--- src/rtl/ctrl_pkg.sv ---
// Shared encodings for the multi-cycle RV32I control path: FSM states, instruction
// classes, opcodes, immediate-generator modes, ALU ops, PC-source and writeback selects.
package ctrl_pkg;

  typedef enum logic [2:0] {
    ST_FETCH  = 3'd0,
    ST_DECODE = 3'd1,
    ST_EXEC   = 3'd2,
    ST_MEM    = 3'd3,
    ST_WB     = 3'd4,
    ST_TRAP   = 3'd7
  } state_e;

  typedef enum logic [3:0] {
    CLS_LUI, CLS_AUIPC, CLS_JAL, CLS_JALR, CLS_BRANCH,
    CLS_LOAD, CLS_STORE, CLS_OPIMM, CLS_OP, CLS_ILLEGAL
  } cls_e;

  localparam logic [2:0] IMM_NONE  = 3'd0;
  localparam logic [2:0] IMM_I     = 3'd1;
  localparam logic [2:0] IMM_SHAMT = 3'd2;
  localparam logic [2:0] IMM_U     = 3'd3;
  localparam logic [2:0] IMM_J     = 3'd4;
  localparam logic [2:0] IMM_B     = 3'd5;
  localparam logic [2:0] IMM_S     = 3'd6;

  localparam logic [6:0] OPC_LUI    = 7'b0110111;
  localparam logic [6:0] OPC_AUIPC  = 7'b0010111;
  localparam logic [6:0] OPC_JAL    = 7'b1101111;
  localparam logic [6:0] OPC_JALR   = 7'b1100111;
  localparam logic [6:0] OPC_BRANCH = 7'b1100011;
  localparam logic [6:0] OPC_LOAD   = 7'b0000011;
  localparam logic [6:0] OPC_STORE  = 7'b0100011;
  localparam logic [6:0] OPC_OPIMM  = 7'b0010011;
  localparam logic [6:0] OPC_OP     = 7'b0110011;

  localparam logic [3:0] ALU_ADD  = 4'd0;
  localparam logic [3:0] ALU_SUB  = 4'd1;
  localparam logic [3:0] ALU_SLL  = 4'd2;
  localparam logic [3:0] ALU_SLT  = 4'd3;
  localparam logic [3:0] ALU_SLTU = 4'd4;
  localparam logic [3:0] ALU_XOR  = 4'd5;
  localparam logic [3:0] ALU_SRL  = 4'd6;
  localparam logic [3:0] ALU_SRA  = 4'd7;
  localparam logic [3:0] ALU_OR   = 4'd8;
  localparam logic [3:0] ALU_AND  = 4'd9;

  localparam logic [1:0] PC_PLUS4  = 2'd0;
  localparam logic [1:0] PC_BRANCH = 2'd1;
  localparam logic [1:0] PC_ALU    = 2'd2;

  localparam logic [1:0] WB_ALU = 2'd0;
  localparam logic [1:0] WB_MEM = 2'd1;
  localparam logic [1:0] WB_PC4 = 2'd2;
  localparam logic [1:0] WB_IMM = 2'd3;

  // alt selects SUB over ADD (f3=000) and SRA over SRL (f3=101)
  function automatic logic [3:0] alu_from_f3(input logic [2:0] f3, input logic alt);
    case (f3)
      3'b000:  return alt ? ALU_SUB : ALU_ADD;
      3'b001:  return ALU_SLL;
      3'b010:  return ALU_SLT;
      3'b011:  return ALU_SLTU;
      3'b100:  return ALU_XOR;
      3'b101:  return alt ? ALU_SRA : ALU_SRL;
      3'b110:  return ALU_OR;
      default: return ALU_AND;
    endcase
  endfunction

endpackage

--- src/rtl/ctrl_decode.sv ---
// Combinational instruction decode: class, immediate mode, ALU op/operand selects, illegal.
// Zero latency; no handshake, the caller holds inst stable while the result is used.
module ctrl_decode
  import ctrl_pkg::*;
(
  input  logic [31:0] inst,
  output cls_e        cls,
  output logic [2:0]  imm_mode,
  output logic [3:0]  alu_op,
  output logic        alu_a_src,
  output logic        alu_b_src,
  output logic        illegal
);

  logic [6:0] opc;
  logic [2:0] f3;
  logic       f7b5;
  logic       unused_bits;

  assign opc  = inst[6:0];
  assign f3   = inst[14:12];
  assign f7b5 = inst[30];
  assign unused_bits = ^{inst[31], inst[29:15], inst[11:7]};

  always_comb begin
    cls       = CLS_ILLEGAL;
    imm_mode  = IMM_NONE;
    alu_op    = ALU_ADD;
    alu_a_src = 1'b0;
    alu_b_src = 1'b0;
    case (opc)
      OPC_LUI: begin
        cls = CLS_LUI; imm_mode = IMM_U; alu_b_src = 1'b1;
      end
      OPC_AUIPC: begin
        cls = CLS_AUIPC; imm_mode = IMM_U; alu_a_src = 1'b1; alu_b_src = 1'b1;
      end
      OPC_JAL: begin
        cls = CLS_JAL; imm_mode = IMM_J; alu_a_src = 1'b1; alu_b_src = 1'b1;
      end
      OPC_JALR: begin
        cls = CLS_JALR; imm_mode = IMM_I; alu_b_src = 1'b1;
      end
      OPC_BRANCH: begin
        cls = CLS_BRANCH; imm_mode = IMM_B; alu_op = ALU_SUB;
      end
      OPC_LOAD: begin
        cls = CLS_LOAD; imm_mode = IMM_I; alu_b_src = 1'b1;
      end
      OPC_STORE: begin
        cls = CLS_STORE; imm_mode = IMM_S; alu_b_src = 1'b1;
      end
      OPC_OPIMM: begin
        cls       = CLS_OPIMM;
        alu_b_src = 1'b1;
        // shifts take a 5-bit shamt; funct7[5] only matters for SRAI
        imm_mode  = (f3 == 3'b001 || f3 == 3'b101) ? IMM_SHAMT : IMM_I;
        alu_op    = alu_from_f3(f3, (f3 == 3'b101) && f7b5);
      end
      OPC_OP: begin
        cls = CLS_OP; imm_mode = IMM_NONE; alu_op = alu_from_f3(f3, f7b5);
      end
      default: ;
    endcase
  end

  assign illegal = (cls == CLS_ILLEGAL);

endmodule

--- src/rtl/multicycle_ctrl.sv ---
// Multi-cycle RV32I control FSM; 3-5 cycles per instruction, +1 per mem_ready stall.
// Fetch/MEM hold until mem_ready; outputs gated low while rstn=0. Optional CTRL_PERF_CNT_EN counters.
module multicycle_ctrl
  import ctrl_pkg::*;
#(
  parameter logic [2:0]  RESET_STATE = 3'd0,
  parameter int unsigned MEM_TIMEOUT = 0
) (
  input  logic        clk,
  input  logic        rstn,
  input  logic [31:0] inst,
  input  logic        mem_ready,
  input  logic        br_taken,
  output logic        mem_req,
  output logic        mem_we,
  output logic        mem_addr_sel,
  output logic        ir_we,
  output logic        pc_we,
  output logic [1:0]  pc_src,
  output logic [2:0]  imm_mode,
  output logic        alu_a_src,
  output logic        alu_b_src,
  output logic [3:0]  alu_op,
  output logic        reg_we,
  output logic [1:0]  wb_sel,
  output logic        trap,
  output logic [2:0]  state
`ifdef CTRL_PERF_CNT_EN
  ,
  output logic [63:0] cycle_cnt,
  output logic [63:0] instret_cnt
`endif
);

  state_e      state_q, state_d;
  cls_e        cls;
  logic [2:0]  dec_imm;
  logic [3:0]  dec_alu;
  logic        dec_a, dec_b, illegal;
  logic [31:0] wait_q;
  logic        waiting, timeout;

  ctrl_decode u_decode (
    .inst      (inst),
    .cls       (cls),
    .imm_mode  (dec_imm),
    .alu_op    (dec_alu),
    .alu_a_src (dec_a),
    .alu_b_src (dec_b),
    .illegal   (illegal)
  );

  // counts stalled cycles of the current memory access; more than MEM_TIMEOUT traps
  assign waiting = (state_q == ST_FETCH || state_q == ST_MEM) && !mem_ready;
  assign timeout = (MEM_TIMEOUT != 0) && waiting && (wait_q >= MEM_TIMEOUT);

  always_ff @(posedge clk or negedge rstn) begin
    if (!rstn) begin
      state_q <= state_e'(RESET_STATE);
      wait_q  <= 32'd0;
    end else begin
      state_q <= state_d;
      wait_q  <= waiting ? wait_q + 32'd1 : 32'd0;
    end
  end

  always_comb begin
    state_d      = state_q;
    mem_req      = 1'b0;
    mem_we       = 1'b0;
    mem_addr_sel = 1'b0;
    ir_we        = 1'b0;
    pc_we        = 1'b0;
    pc_src       = PC_PLUS4;
    imm_mode     = IMM_NONE;
    alu_a_src    = 1'b0;
    alu_b_src    = 1'b0;
    alu_op       = ALU_ADD;
    reg_we       = 1'b0;
    wb_sel       = WB_ALU;
    // reset drops every enable and select combinationally, not just at the next edge
    if (rstn) begin
      // keep the operand selects steady from EXEC through WB so the ALU result stays valid
      if (state_q == ST_EXEC || state_q == ST_MEM || state_q == ST_WB) begin
        imm_mode  = dec_imm;
        alu_a_src = dec_a;
        alu_b_src = dec_b;
        alu_op    = dec_alu;
      end
      case (state_q)
        ST_FETCH: begin
          mem_req = 1'b1;
          ir_we   = mem_ready;
          if (timeout)        state_d = ST_TRAP;
          else if (mem_ready) state_d = ST_DECODE;
        end
        ST_DECODE: state_d = illegal ? ST_TRAP : ST_EXEC;
        ST_EXEC: begin
          if (cls == CLS_BRANCH) begin
            pc_we   = 1'b1;
            pc_src  = br_taken ? PC_BRANCH : PC_PLUS4;
            state_d = ST_FETCH;
          end else if (cls == CLS_LOAD || cls == CLS_STORE) begin
            state_d = ST_MEM;
          end else begin
            state_d = ST_WB;
          end
        end
        ST_MEM: begin
          mem_req      = 1'b1;
          mem_addr_sel = 1'b1;
          mem_we       = (cls == CLS_STORE);
          if (timeout) begin
            state_d = ST_TRAP;
          end else if (mem_ready) begin
            if (cls == CLS_STORE) begin
              pc_we   = 1'b1;
              state_d = ST_FETCH;
            end else begin
              state_d = ST_WB;
            end
          end
        end
        ST_WB: begin
          reg_we  = (inst[11:7] != 5'd0);
          pc_we   = 1'b1;
          state_d = ST_FETCH;
          case (cls)
            CLS_JAL:  begin pc_src = PC_BRANCH; wb_sel = WB_PC4; end
            CLS_JALR: begin pc_src = PC_ALU;    wb_sel = WB_PC4; end
            CLS_LOAD: wb_sel = WB_MEM;
            CLS_LUI:  wb_sel = WB_IMM;
            default:  ;
          endcase
        end
        ST_TRAP: state_d = ST_TRAP;
        default: state_d = ST_TRAP;
      endcase
    end
  end

  assign trap  = (state_q == ST_TRAP);
  assign state = state_q;

`ifdef CTRL_PERF_CNT_EN
  always_ff @(posedge clk or negedge rstn) begin
    if (!rstn) begin
      cycle_cnt   <= 64'd0;
      instret_cnt <= 64'd0;
    end else begin
      cycle_cnt <= cycle_cnt + 64'd1;
      if (pc_we) instret_cnt <= instret_cnt + 64'd1;
    end
  end
`endif

endmodule

--- config.mk ---
export PLATFORM = sky130hd
export DESIGN_NAME = multicycle_ctrl
export DESIGN_NICKNAME = d
export VERILOG_FILES = /design/src/rtl/ctrl_pkg.sv /design/src/rtl/ctrl_decode.sv /design/src/rtl/multicycle_ctrl.sv
export SDC_FILE = /design/constraint.sdc
export NUM_CORES = 1
export LEC_CHECK = 0
export BUFFER_PORTS_ARGS = -buffer_cell sky130_fd_sc_hd__buf_2
export CORE_MARGIN = 2
export CORE_UTILIZATION = 43
export DETAILED_ROUTE_END_ITERATION = 10
export PLACE_DENSITY = 0.85
export SETUP_SLACK_MARGIN = 0.1
export SYNTH_ARGS = -nofsm -noshare
export SYNTH_HDL_FRONTEND = slang
export SYNTH_SLANG_ARGS = --single-unit
--- constraint.sdc ---
create_clock -name clk -period 5 [get_ports clk]
set_input_delay 1 -clock clk [delete_from_list [all_inputs] [get_ports clk]]
set_output_delay 1 -clock clk [all_outputs]
set_load 0.01 [all_outputs]
==> reports/results.txt, run 1 <==
met3 wire length -> 147 um
buffers plus inverters on the worst setup path -> 2
setup bufs post-CTS -> 0
cells along the critical path -> buf_2 -> nand4bb_1 -> nor2_1 -> a31oi_1 -> nor4b_1 -> buf_2
Num CTS Buffers -> 3
Crit-path slowest cell -> nand4bb_1
number of synthesized flops with an enable pin -> 0
drt drc -> 0
Top FF cell, synth -> dfrtp_1
most frequent cells in the layout -> buf_2 (42), nor2_1 (19), a21oi_1 (11)
peak supply drop -> 65.18 uV
Die Area -> 2185 sq um
Die H -> 46.75 um
IO Port Bufs -> 42
diode count -> 0
commonest non-fill, non-tap cell in the layout -> buf_2
initial detailed-routing violation count -> 40
Worst Hold Class -> in -> async
Root Driver -> clkbuf_4
Worst EP arrival -> 2390 ps
maxcap violations -> 0
maximum buffer depth of the clock tree -> 2
synthesized flop and latch total -> 3
CTS tree -> built
DR pass1 iterations -> 4
CTS H-tree depth -> 1
Final Hold Fails -> 0
fillers -> 193
Synth Warn # -> 0
average size of a mapped cell -> 6.337 sq um
Most Frequent Cell on Critical Path -> buf_2
unrepaired setup endpoints after global routing -> false
status -> completed
hold buffers post-CTS -> 0
Synthesized Nets -> 160
post-route ant nets -> 0
gp weighted congestion -> 0.9062
Tmin final -> 3388 ps
HPWL after detailed placement -> 1832 um
nets -> 197
crit path kind -> in -> out
Layout Utilization -> 58.19%
Crit. End Element -> primary output
post-synthesis cell type count -> 43
GRT Total Usage -> 21.89%
Worst-Margin Slew -> 564.7 ps
clk_lat worst skew -> 230 ps
Final Skew -> 8.370 ps
CP required -> 4000 ps
Final setup viols -> 0
area grow syn2layout -> 27.87%
WL met1 -> 1021 um
final worst path period share -> 67.77%
wire length on met2 -> 1221 um
FFs w/ async S/R, synth -> 100.0%
largest net degree at the start of global routing -> 19
CP max FO -> 11
share of layout cells above drive strength 1 -> 30.00%
hold slack -> 617.3 ps
Max Freq -> 295.1 MHz
max reg flops -> 3
Clock Pin Slew Worst Setup and Hold Paths -> 40 ps
Sink Count -> 3
initial antenna violation count -> 0
detailed-route via count -> 1082
Initial Util -> 45.51%
crit start category -> primary input
Top-Level Pins -> 59
total grt overflow -> 0
Cell Area, Synth -> 785.8 sq um
Die X -> 46.75 um
wire per inst -> 13.01 um
Routed WL -> 2407 um
Slew Viols, Final -> 0
Mapped Cells -> 124
first-pass GRT wire length -> 3588 um
CP peak stage delay -> 410 ps
Leak -> 0.4275 nW
Resize count post-CTS -> 0
cell family contributing the most delay on the critical path -> simple AND/OR/NAND/NOR gates
Max transition margin -> 62.35%
register area share after synthesis -> 9.554%
core area -> 1727 sq um
Vias/cell -> 5.849
vias in the first global route -> 861
pwr/cell area -> 104.0 nW/um^2
Cell Rows -> 15
TNS Setup -> 0 ps
DR top layer -> met4
==> area by class of cell <==
type	count	area (sq um)	area share, %
Tap cell	25	31.28	3.113
Inverter	5	18.77	1.868
Sequential cell	3	75.07	7.472
Clock buffer	4	26.28	2.615
Multi-Input combinational cell	106	643.1	64.01
Timing Repair Buffer	42	210.2	20.92
==> synth_stat cells, types with 2 or more instances <==
| library cell | instances | share of area, % |
|---|---|---|
| nand2_1 | 9 | 4.3 |
| o31a_1 | 2 | 2.2 |
| a21oi_1 | 11 | 7.0 |
| nor3_1 | 6 | 3.8 |
| or3_1 | 2 | 1.6 |
| nand3_1 | 3 | 1.9 |
| dfrtp_1 | 3 | 9.6 |
| nand2b_1 | 3 | 2.4 |
| a41oi_1 | 2 | 2.2 |
| inv_1 | 5 | 2.4 |
| nor2b_1 | 4 | 3.2 |
| nor3b_1 | 4 | 3.8 |
| nor4b_1 | 2 | 2.2 |
| nor2_1 | 19 | 9.1 |
| o21ai_0 | 9 | 5.7 |
| a211oi_1 | 3 | 2.9 |
| buf_2 | 3 | 1.9 |
| nand3b_1 | 2 | 1.9 |
| buf_4 | 2 | 1.9 |
| clkbuf_1 | 4 | 1.9 |
| a31oi_1 | 4 | 3.2 |
==> worst reg2reg max path: stages (launching register included) <==
cell and delay, ps:
dfrtp_1 690, xor2_1 170, o31a_1 330, o2bb2ai_1 140, a31oi_1 180
==> cells by family after synthesis <==
group,count (synthesis),share of synthesized area (%)
compound gates,41,33.92
flops,3,9.554
mux,1,1.274
xor+xnor,1,1.115
simple gates,63,45.54
buf+inv,15,8.597
==> power by group <==
part           internal (mW)  switching [mW]
logic                 0.0145          0.0229
clock network         0.0299          0.0127
registers             0.0244   0.00000000103
==> final timing paths <==
check                           slack [ps]              endpoint                  from  cells after the start
worst max-delay path                  1610             pc_src[0]               inst[3]                      6
worst min-delay path                   620  state[0]$_DFFE_PN0P_                  rstn                      1
worst max register to register        3420  state[0]$_DFFE_PN0P_  state[0]$_DFFE_PN0P_                      4
worst min register to register         690  state[2]$_DFFE_PN0P_  state[2]$_DFFE_PN0P_                      2
max in group asynchronous             4190  state[1]$_DFFE_PN0P_                  rstn                      1
min in group clk                       690  state[2]$_DFFE_PN0P_  state[2]$_DFFE_PN0P_                      2
==> routing by layer <==
metal / vias to the layer above / GRT usage [%]
li1: 533 / -
met1: 505 / 27.21
met2: 42 / 39.44
met3: 2 / 1.923
met4: 0 / 7.778
met5: - / 0
==> per-stage QoR <==
step	std cells	setup slack (ps)	area, sq um	power (mW)
2_1_floorplan	124	1866	785.8	0.04799
3_3_place_gp	181	1649	978.4	0.05967
3_5_place_dp	181	1646	978.4	0.06150
4_1_cts	185	1640	1005	0.1048
5_1_grt	185	1432	1005	0.1097
6_report	185	1612	1005	0.1044
No activity file was read; power rests on OpenSTA's default activity.
==> run 2: changes to the inputs <==
--- a/config.mk
+++ b/config.mk
@@ -7,9 +7,9 @@
 export LEC_CHECK = 0
 export BUFFER_PORTS_ARGS = -buffer_cell sky130_fd_sc_hd__buf_2
 export CORE_MARGIN = 2
-export CORE_UTILIZATION = 43
+export CORE_UTILIZATION = 40
 export DETAILED_ROUTE_END_ITERATION = 10
-export PLACE_DENSITY = 0.85
+export PLACE_DENSITY = 0.8
 export SETUP_SLACK_MARGIN = 0.1
 export SYNTH_ARGS = -nofsm -noshare
 export SYNTH_HDL_FRONTEND = slang
==> constraint.sdc (replaced) <==
create_clock -name clk -period 3.4 [get_ports clk]
set_input_delay 0.68 -clock clk [delete_from_list [all_inputs] [get_ports clk]]
set_output_delay 0.68 -clock clk [all_outputs]
set_load 0.01 [all_outputs]
==> reports/results.txt, run 2 (synthesized netlist as in run 1, its figures left out) <==
status -> completed
Slew Viols, Final -> 0 (unchanged)
CP required -> 2720 ps (-1280 ps)
internal power -> 101.2 uW (+47%)
vias in the first global route -> 974 (+13%)
post-route ant nets -> 0 (unchanged)
final worst path period share -> 81.88%
unrepaired setup endpoints after global routing -> false
Sink Count -> 3 (unchanged)
core area -> 1902 sq um (+10%)
Power, Total -> 152.6 uW (+46%)
Worst-Margin Slew -> 564.1 ps (-0.6207 ps)
Leak -> 0.4275 nW (unchanged)
detailed-route via count -> 1070 (-1.1%)
gp weighted congestion -> 0.8898 (-1.8%)
Layout Utilization -> 52.96% (-5.2 points)
max reg flops -> 3 (unchanged)
wire per inst -> 12.72 um (-2.2%)
CTS H-tree depth -> 1 (unchanged)
drt drc -> 0 (unchanged)
commonest non-fill, non-tap cell in the layout -> buf_2
Crit. End Element -> primary output
Max Freq -> 359.2 MHz
crit start category -> primary input
Routed WL -> 2379 um (-1.2%)
area grow syn2layout -> 28.19%
diode count -> 0 (unchanged)
part of the power in registers -> 23.5% (about the same)
Clock Pin Slew Worst Setup and Hold Paths -> 40 ps (about the same)
GRT Total Usage -> 20.84% (-1.1 points)
DR pass1 iterations -> 4 (unchanged)
Die Area -> 2335 sq um (+6.9%)
Root Driver -> clkbuf_4
CTS tree -> built
Die H -> 48.32 um (+3.4%)
fillers -> 202 (+4.7%)
Die X -> 48.32 um (+3.4%)
Final Hold Fails -> 0 (unchanged)
hold buffers post-CTS -> 0 (unchanged)
largest net degree at the start of global routing -> 19 (unchanged)
maximum buffer depth of the clock tree -> 2 (unchanged)
Top-Level Pins -> 59 (unchanged)
Max transition margin -> 62.39% (about the same)
clock power share -> 40.9% (about the same)
share of layout cells above drive strength 1 -> 30.00% (unchanged)
switching pwr -> 51.36 uW (+44%)
crit path kind -> in -> out
setup bufs post-CTS -> 0 (unchanged)
Tmin final -> 2784 ps
Vias/cell -> 5.722 (-2.2%)
clk_lat worst skew -> 230 ps (about the same)
Final setup viols -> 0 (unchanged)
maxcap violations -> 0 (unchanged)
pwr/cell area -> 151.5 nW/um^2 (+46%)
TNS Setup -> 0 ps (unchanged)
Worst Hold Class -> in -> async
hold slack -> 304.9 ps (-312.4 ps)
Num CTS Buffers -> 3 (unchanged)
first-pass GRT wire length -> 4029 um (+12%)
switching share of power -> 33.66% (-0.43 points)
most frequent cells in the layout -> buf_2 (42), nor2_1 (19), a21oi_1 (11)
Resize count post-CTS -> 0 (unchanged)
Final Skew -> 0.2864 ps (-8.083 ps)
Comb pwr share -> 35.6% (-0.2 points)
initial antenna violation count -> 0 (unchanged)
CP max FO -> 11 (unchanged)
peak supply drop -> 104.8 uV (+61%)
HPWL after detailed placement -> 1817 um (-0.85%)
Worst EP arrival -> 2100 ps (-290 ps)
Cell Rows -> 16 (+1)
initial detailed-routing violation count -> 18 (-55%)
nets -> 197 (unchanged)
total grt overflow -> 0 (unchanged)
IO Port Bufs -> 42 (unchanged)
Initial Util -> 41.32% (-4.2 points)
-- run 2: through the flow --
step                cells  area [sq um]  setup WS [ps]
global placement      183         980.9          705.7
floorplan             124         785.8          905.9
finish                187          1007          616.1
detailed placement    183         980.9          620.0
global route          187          1007          495.4
CTS                   187          1007          615.4
-- run 2: worst max-delay path: stages --
cell and delay [ps]:
buf_2 170, nand4bb_1 400, nor2_1 230, a31oi_1 110, nor4b_1 330, buf_2 190
-- run 2: layout make-up --
class	count	area, sq um	area share [%]
Multi-Input combinational cell	106	643.1	63.85
Timing Repair Buffer	42	210.2	20.87
Sequential cell	3	75.07	7.453
Tap cell	27	33.78	3.354
Clock buffer	4	26.28	2.609
Inverter	5	18.77	1.863
-- run 2: final timing paths --
path	start	endpoint	slack (ps)	cells after the start
min in group clk	state[2]$_DFFE_PN0P_	state[2]$_DFFE_PN0P_	720	2
min	rstn	state[1]$_DFFE_PN0P_	300	1
max in group asynchronous	rstn	state[0]$_DFFE_PN0P_	2900	1
min reg2reg	state[2]$_DFFE_PN0P_	state[2]$_DFFE_PN0P_	720	2
max	inst[3]	pc_src[0]	620	6
max reg2reg	state[0]$_DFFE_PN0P_	state[0]$_DFFE_PN0P_	1850	4
-- run 2: metal layers --
layer / vias to the layer above / part of all wire, % / GRT usage, %
li1: 535 / - / -
met1: 495 / 44 / 22.37
met2: 38 / 50 / 41.67
met3: 2 / 5.5 / 3.395
met4: 0 / 0.46 / 5.238
met5: - / 0 / 0
-- run 2: power by group through the flow --
stage	sequential, mW	combinational, mW	clock, mW
6_report	0.0359	0.0543	0.0624
5_1_grt	0.0359	0.0602	0.0663
4_1_cts	0.0359	0.0537	0.0643
3_5_place_dp	0.0364	0.0535	0
3_3_place_gp	0.0364	0.0514	0
2_1_floorplan	0.0364	0.0342	0
